$ cat config.mk
export PLATFORM = sky130hd
export DESIGN_NAME = uart_rx
export DESIGN_NICKNAME = d
export VERILOG_FILES = /design/src/rtl/uart_pkg.sv /design/src/rtl/uart_baud_tick.sv /design/src/rtl/uart_rx.sv
export SDC_FILE = /design/constraint.sdc
export NUM_CORES = 1
export LEC_CHECK = 0
export ABC_AREA = 0
export CORE_MARGIN = 1
export CORE_UTILIZATION = 30
export CTS_CLUSTER_DIAMETER = 50
export DETAILED_ROUTE_END_ITERATION = 7
export PLACE_DENSITY = 0.58
export SYNTH_ARGS = -nofsm -noshare
export SYNTH_HDL_FRONTEND = slang
export SYNTH_SLANG_ARGS = --single-unit
$ cat constraint.sdc
create_clock -name clk -period 5.8 [get_ports clk]
set_input_delay 0.87 -clock clk [delete_from_list [all_inputs] [get_ports clk]]
set_output_delay 0.87 -clock clk [all_outputs]
set_load 0.05 [all_outputs]
$ cat src/rtl/uart_pkg.sv
// Shared UART types and constants: receiver FSM states, oversampling ratio and the baud divider helper.
// The PARITY state only exists when UART_RX_PARITY_EN is defined.
package uart_pkg;

    localparam int OVERSAMPLE = 16;
    localparam int DATA_BITS  = 8;

    typedef enum logic [2:0] {
        ST_IDLE,
        ST_START,
        ST_DATA,
`ifdef UART_RX_PARITY_EN
        ST_PARITY,
`endif
        ST_STOP,
        ST_WAIT_IDLE
    } uart_rx_state_t;

    // Clocks per oversample tick, truncated toward zero.
    function automatic int uart_div(input int clk_freq, input int baud_rate);
        return clk_freq / (baud_rate * OVERSAMPLE);
    endfunction

endpackage

$ cat src/rtl/uart_baud_tick.sv
// Oversample tick divider: counts 0..DIV-1 and pulses tick on the wrap cycle.
// A synchronous clear realigns the phase, e.g. to a start edge.
module uart_baud_tick #(
    parameter int DIV = 651
) (
    input  logic clk,
    input  logic rst,
    input  logic clear,
    output logic tick
);

    localparam int CW = (DIV > 1) ? $clog2(DIV) : 1;
    localparam logic [CW-1:0] LAST = CW'(DIV - 1);

    logic [CW-1:0] count;

    always_ff @(posedge clk) begin
        if (rst || clear) begin
            count <= '0;
        end else if (count == LAST) begin
            count <= '0;
        end else begin
            count <= count + CW'(1);
        end
    end

    assign tick = (count == LAST);

endmodule

$ cat src/rtl/uart_rx.sv
// UART receiver: 8N1 (or 8E1 with UART_RX_PARITY_EN) deserializer using 16x oversampled
// mid-bit sampling, with a valid/ready holding register and framing/overrun reporting.
module uart_rx #(
    parameter int CLK_FREQ  = 100_000_000,
    parameter int BAUD_RATE = 9600
) (
    input  logic       clk,
    input  logic       rst,
    input  logic       rx_in,
    output logic [7:0] rx_data,
    output logic       rx_valid,
    input  logic       rx_ready,
    output logic       rx_error,
    output logic       rx_overrun
);

    import uart_pkg::*;

    localparam int DIV = uart_div(CLK_FREQ, BAUD_RATE);
    localparam logic [2:0] LAST_BIT = 3'(DATA_BITS - 1);

    logic           rx_meta;
    logic           rx_sync;
    logic           tick;
    logic           tick_clear;
    uart_rx_state_t state;
    logic [3:0]     sample_cnt;
    logic [2:0]     bit_cnt;
    logic [7:0]     shift_reg;
`ifdef UART_RX_PARITY_EN
    logic           parity_err;
`endif

    // Reset to 1 so an idle line is not mistaken for a start bit.
    always_ff @(posedge clk) begin
        if (rst) begin
            rx_meta <= 1'b1;
            rx_sync <= 1'b1;
        end else begin
            rx_meta <= rx_in;
            rx_sync <= rx_meta;
        end
    end

    // Holding the divider cleared while idle lines its phase up with the start edge.
    assign tick_clear = (state == ST_IDLE);

    uart_baud_tick #(
        .DIV(DIV)
    ) u_baud_tick (
        .clk  (clk),
        .rst  (rst),
        .clear(tick_clear),
        .tick (tick)
    );

    always_ff @(posedge clk) begin
        if (rst) begin
            state      <= ST_IDLE;
            sample_cnt <= '0;
            bit_cnt    <= '0;
            shift_reg  <= '0;
            rx_data    <= '0;
            rx_valid   <= 1'b0;
            rx_error   <= 1'b0;
            rx_overrun <= 1'b0;
`ifdef UART_RX_PARITY_EN
            parity_err <= 1'b0;
`endif
        end else begin
            rx_error   <= 1'b0;
            rx_overrun <= 1'b0;
            if (rx_valid && rx_ready) begin
                rx_valid <= 1'b0;
            end

            case (state)
                ST_IDLE: begin
                    sample_cnt <= '0;
                    bit_cnt    <= '0;
                    if (!rx_sync) begin
                        state <= ST_START;
                    end
                end

                // A start bit that is gone by mid-bit was a glitch; drop it silently.
                ST_START: begin
                    if (tick) begin
                        if (sample_cnt == 4'd7) begin
                            sample_cnt <= '0;
                            state      <= rx_sync ? ST_IDLE : ST_DATA;
                        end else begin
                            sample_cnt <= sample_cnt + 4'd1;
                        end
                    end
                end

                ST_DATA: begin
                    if (tick) begin
                        sample_cnt <= sample_cnt + 4'd1;
                        if (sample_cnt == 4'd15) begin
                            shift_reg <= {rx_sync, shift_reg[7:1]};
                            bit_cnt   <= bit_cnt + 3'd1;
                            if (bit_cnt == LAST_BIT) begin
`ifdef UART_RX_PARITY_EN
                                state <= ST_PARITY;
`else
                                state <= ST_STOP;
`endif
                            end
                        end
                    end
                end

`ifdef UART_RX_PARITY_EN
                ST_PARITY: begin
                    if (tick) begin
                        sample_cnt <= sample_cnt + 4'd1;
                        if (sample_cnt == 4'd15) begin
                            parity_err <= rx_sync ^ (^shift_reg);
                            state      <= ST_STOP;
                        end
                    end
                end
`endif

                // A low stop bit may be the start of a break, so wait for the line to recover.
                ST_STOP: begin
                    if (tick) begin
                        sample_cnt <= sample_cnt + 4'd1;
                        if (sample_cnt == 4'd15) begin
                            if (!rx_sync) begin
                                rx_error <= 1'b1;
                                state    <= ST_WAIT_IDLE;
                            end
`ifdef UART_RX_PARITY_EN
                            else if (parity_err) begin
                                rx_error <= 1'b1;
                                state    <= ST_IDLE;
                            end
`endif
                            else begin
                                if (!rx_valid || rx_ready) begin
                                    rx_data  <= shift_reg;
                                    rx_valid <= 1'b1;
                                end else begin
                                    rx_overrun <= 1'b1;
                                end
                                state <= ST_IDLE;
                            end
                        end
                    end
                end

                ST_WAIT_IDLE: begin
                    if (rx_sync) begin
                        state <= ST_IDLE;
                    end
                end

                default: state <= ST_IDLE;
            endcase
        end
    end

endmodule

# --- Yosys cells after proc, flatten, opt, wreduce, memory -nomap -nowiden ---
# Index checks and enable logic that the tools add are counted.
totals:
  ff_bits: 41
  out_inout_bits: 11
  word_cells: 79
op_classes:
  n_addsub: 3
  eq_ne: 18
  mux: 27
  bitwise: 4
  n_reduce_logical: 16
op_table:
  columns: ["cell", "n"]
  rows:
  - ["3-bit two-way mux", 12]
  - ["2-bit != test, second input constant", 9]
  - ["3-bit one-hot mux with 5 select lines", 1]
  - ["4-bit two-way mux", 3]
  - ["4-bit one-hot mux with 3 select lines", 1]
  - ["10-bit by 1-bit adder with 10-bit output, second input constant", 1]
  - ["10-bit == test, second input constant", 1]
  - ["3-bit AND reduction", 3]
  - ["9-bit AND reduction", 1]
  - ["1-bit two-way mux", 8]
  - ["3-bit by 2-bit == test with 1-bit output, second input constant", 2]
  - ["3-bit == test, second input constant", 2]
  - ["3-bit one-hot mux with 2 select lines", 1]
  - ["5-bit AND reduction", 1]
  - ["5-bit OR reduction", 1]
  - ["4-bit by 1-bit adder with 4-bit output, second input constant", 1]
  - ["4-bit by 3-bit == test with 1-bit output, second input constant", 1]
  - ["4-bit == test, second input constant", 1]
  - ["1-bit inverter", 4]
  - ["2-bit OR reduction", 2]
  - ["4-bit OR reduction", 1]
  - ["3-bit by 1-bit adder with 3-bit output, second input constant", 1]
  - ["3-bit by 1-bit == test with 1-bit output, second input constant", 1]
  - ["3-bit logical NOT", 1]
  - ["7 further kinds", 8]

# --- Longest topological paths before layout ---
# Gate-level depths: netlist of the first run.
depth:
  word_depth: 7
  mapped_depth: 7

# --- By module ---
# A second synthesis of the first run with hierarchy kept.
unflattened:
  hier_cells: 187
  area_unflattened_um2: 1783.0
by_module_without_submodules:
  columns: ["mod", "instances", "cells_per_inst", "area_each_um2"]
  rows:
  - ["uart_rx", 1, 136, 1320.0]
  - ["uart_baud_tick", 1, 51, 462.9]

# --- Worst setup path before layout of the first run ---
# OpenSTA, ideal clock, no wires.
synth_timing:
  kind: "reg2reg"
  from: "reg u_baud_tick.count[4]"
  to: "reg rx_data[1]"
  setup_ns: 0.072
  arrival_time_ns: 1.768
  setup_slack_ns: 3.961
  stages_incl_launch_ff: 6
  synth_period_minus_slack_ns: 1.839
  path_cell_list: "dfxtp_1 or4b_4 nor3_4 and4_1 buf_6 mux2i_1"
synth_via:
  elab_chain_len: 2
synth_lines:
  columns: ["item", "line_no", "rtl"]
  rows:
  - ["from (decl)", "uart_baud_tick.sv:15", "logic [CW-1:0] count;"]
  - ["from (signal assigned)", "uart_baud_tick.sv:23", "count <= count + CW'(1);"]
  - ["10-bit == test", "uart_baud_tick.sv:27", "assign tick = (count == LAST);"]
  - ["5-bit AND reduction (no line)", null, null]
  - ["to (signal assigned)", "uart_rx.sv:144", "rx_data <= shift_reg;"]
  - ["to (decl)", "uart_rx.sv:10", "output logic [7:0] rx_data,"]
# Every way passes these cells.
# A chain may end at the register's enable or synchronous reset.

# --- Worst setup path in the final report of the first run ---
layout_timing:
  from: "in rst"
  to: "reg u_baud_tick.count[4]"
layout_via:
  elab_chain_len: 2
layout_lines:
  columns: ["item", "line_no", "rtl"]
  rows:
  - ["from (decl)", "uart_rx.sv:8", "input logic rst,"]
  - ["1-bit logical OR", "uart_baud_tick.sv:18", "if (rst || clear) begin"]
  - ["2-bit OR reduction (no line)", null, null]
# Every way passes these cells.

==> impl_metrics.toml, run 1 <==
[die]
core-area_um2 = 5920
die_width_um = 80.1
die-area_um2 = 6420
ios = 15
initial_utilization_pct = 30.9
die_y_um = 80.1
core.rowCount = 28

[critical_path]
cp_top_family = "simple AND/OR/NAND/NOR gates"
start_kind = "input pin"
cp-endpoint = "u_baud_tick.count[4]"
cp.depth = 3
worstSetupPathType = "input pin to register"
reg2reg_slack_ns = 3.56
max_stage_delay_ns = 0.89
reg2reg_to = "rx_data[5]"
reg2reg_from = "u_baud_tick.count[4]"
cp-startpoint = "rst"
endpoint_kind = "register"
worst-r2r-cell-count = 4
cp_slowest_cell = "clkdlybuf4s50_1"
critPathRequiredTime_ns = 6.03
worst_ep_arrival_time_ns = 2.71
crit_path_cell_trace = "clkdlybuf4s50_1 -> or3_2 -> nor2_1"
crit_fanout = 32
worstPathBufferInverterCount = 1

[yosys]
async_flop_share_pct = 0
syn-cell-area_um2 = 1830
ys.flop_type = "dfxtp_1"
ys_types = 39
synth_seq_cells = 41
ys_warn_count = 0
synth_area_per_cell_um2 = 9.69
synthCells = 189
synth_edf_count = 0
seq_area_frac_synth_pct = 44.8
syn_nets = 198

[placement]
io_buffers = 14
gp_congestion = 0.751
hpwl_mm = 2.10

[detailed_routing]
drt_drc_violations_left = 0
vias = 1319
routed_via_density = 4.76
routedWlPerCell_um = 11.2
drtIter0Drc = 77
firstDrtPassIters = 4
ant_nets = 0
routed_wl_mm = 3.11

[global_routing]
antenna_found_initial = 0
track_usage_pct = 11.1
grt_pass1_wl_mm = 5.43
grt_pass1_vias = 1175
grt-ovfl-total = 0
grt_start_max_net_pins = 33

[sta]
drv_slew = 0
min_period_ns = 2.48
setup_viol = 0
timing.final.crit_share_pct = 42.8
rsz0062_at_grt = "no"
finalHoldViolations = 0
worst_slew_pin_slew_ns = 0.925
slew_headroom_pct = 38.1
skew_ns = 0.00678
max_freq_mhz = 402
setup_tns_ns = 0

[clock_tree]
post_cts_buffers = 0
clk_latency_ns = 0.29
cts.path.max_buffers = 2
cts_hold_buf = 0
cts-root-buf = "clkbuf_8"
cts_resized = 0
cts_tree = "yes"
cts_buffers = 5
clk_pin_slew_worst_paths_ns = 0.08
cts-htree-levels = 2
clock_sinks = 41

[final_layout]
nFillCells = 601
multi_input_area_um2 = 947
diodes = 0
final_core_utilization_pct = 36.2
register_area_um2 = 821
drive_gt1_share_pct = 9.90
syn2layout_area_growth_pct = 16.9
nNetsFinal = 210
largest_reg_flops = 10

[pwr]
powerDensity_nw_per_um2 = 250
irDropWorstVdd_mv = 0.118
p_total_uw = 534
p_leak_nw = 0.764

[job]
cap_violations = 0

[run_status]
status = "finished clean"

[worst_hold_path]
hold_path.class = "register to register"
## cells in the mapped netlist (all sizes together), types with 4 or more instances
| master | count | area (µm²) |
|---|---|---|
| nand3b | 4 | 30.0 |
| nor2 | 19 | 71.3 |
| buf | 4 | 26.3 |
| clkbuf | 5 | 18.8 |
| nand2 | 10 | 37.5 |
| o21ai | 6 | 30.0 |
| xnor2 | 7 | 61.3 |
| inv | 5 | 18.8 |
| nor3 | 6 | 41.3 |
| nor4 | 4 | 55.1 |
| mux2i | 16 | 160 |
| nand3 | 9 | 45.0 |
| nand2b | 20 | 125 |
| ha | 5 | 62.6 |
| dfxtp | 41 | 821 |
## stage by stage
step | hold WS (ns) | worst slack [ns] | std cells | cell area [µm²]
4_1_cts | 0.413 | 3.30 | 277 | 2140
2_1_floorplan | 0.389 | 3.96 | 189 | 1830
3_5_place_dp | 0.396 | 2.99 | 269 | 2020
3_3_place_gp | 0.394 | 2.99 | 269 | 2020
5_1_grt | 0.435 | 3.19 | 277 | 2140
6_report | 0.411 | 3.32 | 277 | 2140
## layout make-up
type | instances | area share, %
Inverter | 5 | 0.877
Clock inverter | 2 | 1.75
Sequential cell | 41 | 38.3
Clock buffer | 6 | 3.86
Multi-Input combinational cell | 134 | 44.2
Tap cell | 75 | 4.38
Timing Repair Buffer | 14 | 6.55
## how the worst min path moves through the flow
stage,startpoint,end,slack [ns],cells after the start
final,rx_meta,rx_sync,0.41,1
after CTS,rx_meta,rx_sync,0.41,1
after global routing,rx_meta,rx_sync,0.44,1
after floorplan,rx_meta,rx_sync,0.39,1
after detailed placement,rx_meta,rx_sync,0.40,1
after global placement,rx_meta,rx_sync,0.39,1
## cell families (layout without fill, tap and decap cells)
kind of cell | after synthesis | in the layout | share of synthesized area (%)
XOR/XNOR | 9 | 9 | 4.30
AO/OA/AOI/OAI | 20 | 20 | 7.72
buffers and inverters | 14 | 27 | 3.48
AND/OR/NAND/NOR | 84 | 84 | 27.5
flip-flops | 41 | 41 | 44.8
multiplexers | 16 | 16 | 8.74
adder cells (fa/ha/maj) | 5 | 5 | 3.42
## power breakdown
| part | internal [mW] | switching, mW | total (mW) |
|---|---|---|---|
| logic | 0.00634 | 0.00616 | 0.0125 |
| registers | 0.282 | 0.00189 | 0.284 |
| clock network | 0.140 | 0.0977 | 0.238 |
## routing by layer
metal | up-vias | part of all wire, % | GRT usage [%]
met5 | - | 0 | 0
met4 | 0 | 2.3 | 6.43
met3 | 7 | 3.1 | 3.07
met2 | 16 | 42 | 15.6
met1 | 614 | 52 | 15.1
li1 | 682 | - | -
## layout by cell type (no fill, tap or decap), types with 3 or more instances in the layout
| cell type | Yosys | final |
|---|---|---|
| a31oi_1 | 3 | 3 |
| clkbuf_8 | 0 | 6 |
| clkdlybuf4s50_1 | 0 | 14 |
| dfxtp_1 | 41 | 41 |
| ha_1 | 5 | 5 |
| inv_1 | 5 | 5 |
| mux2i_1 | 16 | 16 |
| nand2_1 | 10 | 10 |
| nand2b_1 | 20 | 20 |
| nand3_1 | 9 | 9 |
| nand3b_1 | 4 | 4 |
| nor2_1 | 19 | 19 |
| nor3_1 | 5 | 5 |
| o21ai_0 | 6 | 6 |
| or2_2 | 3 | 3 |
| xnor2_1 | 7 | 7 |
(Power assumes the default switching activity.)
==> run 2: changes to the inputs <==
==> constraint.sdc (replaced) <==
create_clock -name clk -period 2.3 [get_ports clk]
set_input_delay 0.345 -clock clk [delete_from_list [all_inputs] [get_ports clk]]
set_output_delay 0.345 -clock clk [all_outputs]
set_load 0.05 [all_outputs]
==> impl_metrics.toml, run 2 (same netlist as run 1, synthesis figures left out) <==
[detailed_routing]
ant_nets = 0
routed_wl_mm = 3.12
vias = 1350
firstDrtPassIters = 5
routed_via_density = 4.82
drt_drc_violations_left = 0
drtIter0Drc = 101
routedWlPerCell_um = 11.1

[die]
initial_utilization_pct = 30.9
die-area_um2 = 6420
die_width_um = 80.1
die_y_um = 80.1
core.rowCount = 28
core-area_um2 = 5920
ios = 15

[critical_path]
worstPathBufferInverterCount = 1
worst_ep_arrival_time_ns = 2.25
worstSetupPathType = "register to register"
critPathRequiredTime_ns = 2.52
crit_path_cell_trace = "or4b_4 -> nor3_4 -> and4_1 -> buf_4 -> mux2i_1"
endpoint_kind = "register"
max_stage_delay_ns = 0.61
cp_top_family = "simple AND/OR/NAND/NOR gates"
start_kind = "register"
crit_fanout = 10
cp_slowest_cell = "or4b_4"
reg2reg_slack_ns = 0.27

[final_layout]
final_cell_mix = "dfxtp_1, nand2b_1, nor2_1"
largest_reg_flops = 10
final_core_utilization_pct = 36.5
layout_commonest_cell = "dfxtp_1"
diodes = 0
drive_gt1_share_pct = 11.2
nNetsFinal = 213
syn2layout_area_growth_pct = 17.8

[placement]
io_buffers = 14
gp_congestion = 0.766
hpwl_mm = 2.16

[clock_tree]
cts-htree-levels = 2
cts-root-buf = "clkbuf_8"
clk_pin_slew_worst_paths_ns = 0.09
cts_resized = 0
cts.path.max_buffers = 2
cts_tree = "yes"
post_cts_buffers = 0
cts_hold_buf = 0
clk_latency_ns = 0.29
cts_buffers = 5
clock_sinks = 41

[global_routing]
grt_start_max_net_pins = 18
track_usage_pct = 10.4
grt_pass1_wl_mm = 5.18
grt-ovfl-total = 0
antenna_found_initial = 0
grt_pass1_vias = 1124

[sta]
skew_ns = 0.00660
setup_tns_ns = 0
max_freq_mhz = 493
worst_slew_pin_slew_ns = 0.527
rsz0062_at_grt = "no"
setup_viol = 0
min_period_ns = 2.03
drv_slew = 0
finalHoldViolations = 0
timing.final.crit_share_pct = 88.1
slew_headroom_pct = 64.8

[worst_hold_path]
hold_path.class = "register to register"

[run_status]
status = "finished clean"

[pwr]
p_leak_nw = 0.776
powerDensity_nw_per_um2 = 618
irDropWorstVdd_mv = 0.232

[job]
cap_violations = 0
run 2: cell count changes in the layout (fill, tap and decap cells not counted), sizes merged:
cell,delta
buf,+3
clkinv,+1
clkbuf,-1
run 2: layout make-up:
| cell class | instances | area, µm² |
|---|---|---|
| inverter | 5 | 18.8 |
| timing repair buffer | 17 | 163 |
| fill | 611 | 3760 |
| tap | 75 | 93.8 |
| clock inverter | 3 | 46.3 |
| multi-input combinational | 134 | 947 |
| sequential | 41 | 821 |
| clock buffer | 5 | 68.8 |
run 2: worst paths after layout:
path                                      startpoint  depth (start not counted)          to
worst max-delay path            u_baud_tick.count[4]                          5  rx_data[6]
worst min-delay path                         rx_meta                          1     rx_sync
worst max register to register  u_baud_tick.count[4]                          5  rx_data[6]
worst min register to register               rx_meta                          1     rx_sync
run 2: through the flow:
step	hold WS [ns]	instance area, µm²	total power, mW	std cells	setup WS, ns
2_1_floorplan	0.389	1830	0.755	189	0.461
3_3_place_gp	0.396	2040	0.769	272	0.281
3_5_place_dp	0.398	2040	0.769	272	0.285
4_1_cts	0.418	2160	1.35	280	0.260
5_1_grt	0.433	2160	1.38	280	0.135
6_report	0.414	2160	1.33	280	0.273
run 2: metal layers:
| layer | track usage (%) | vias up | part of all wire [%] |
|---|---|---|---|
| li1 | - | 691 | - |
| met1 | 14.0 | 634 | 52 |
| met2 | 15.3 | 23 | 43 |
| met3 | 3.07 | 2 | 4.0 |
| met4 | 4.29 | 0 | 0.87 |
| met5 | 0 | - | 0 |
run 2: worst register-to-register path: cells and delay by family (launching register included):
family	cells	cell delay, ns
multiplexers	1	0.20
flip-flops	1	0.35
buffers and inverters	1	0.20
AND/OR/NAND/NOR	3	1.21
run 2: where the power goes:
part / total [mW] / internal [mW] / switching, mW
registers: 0.717 / 0.712 / 0.00477
logic: 0.0343 / 0.0178 / 0.0165
clock network: 0.582 / 0.325 / 0.258
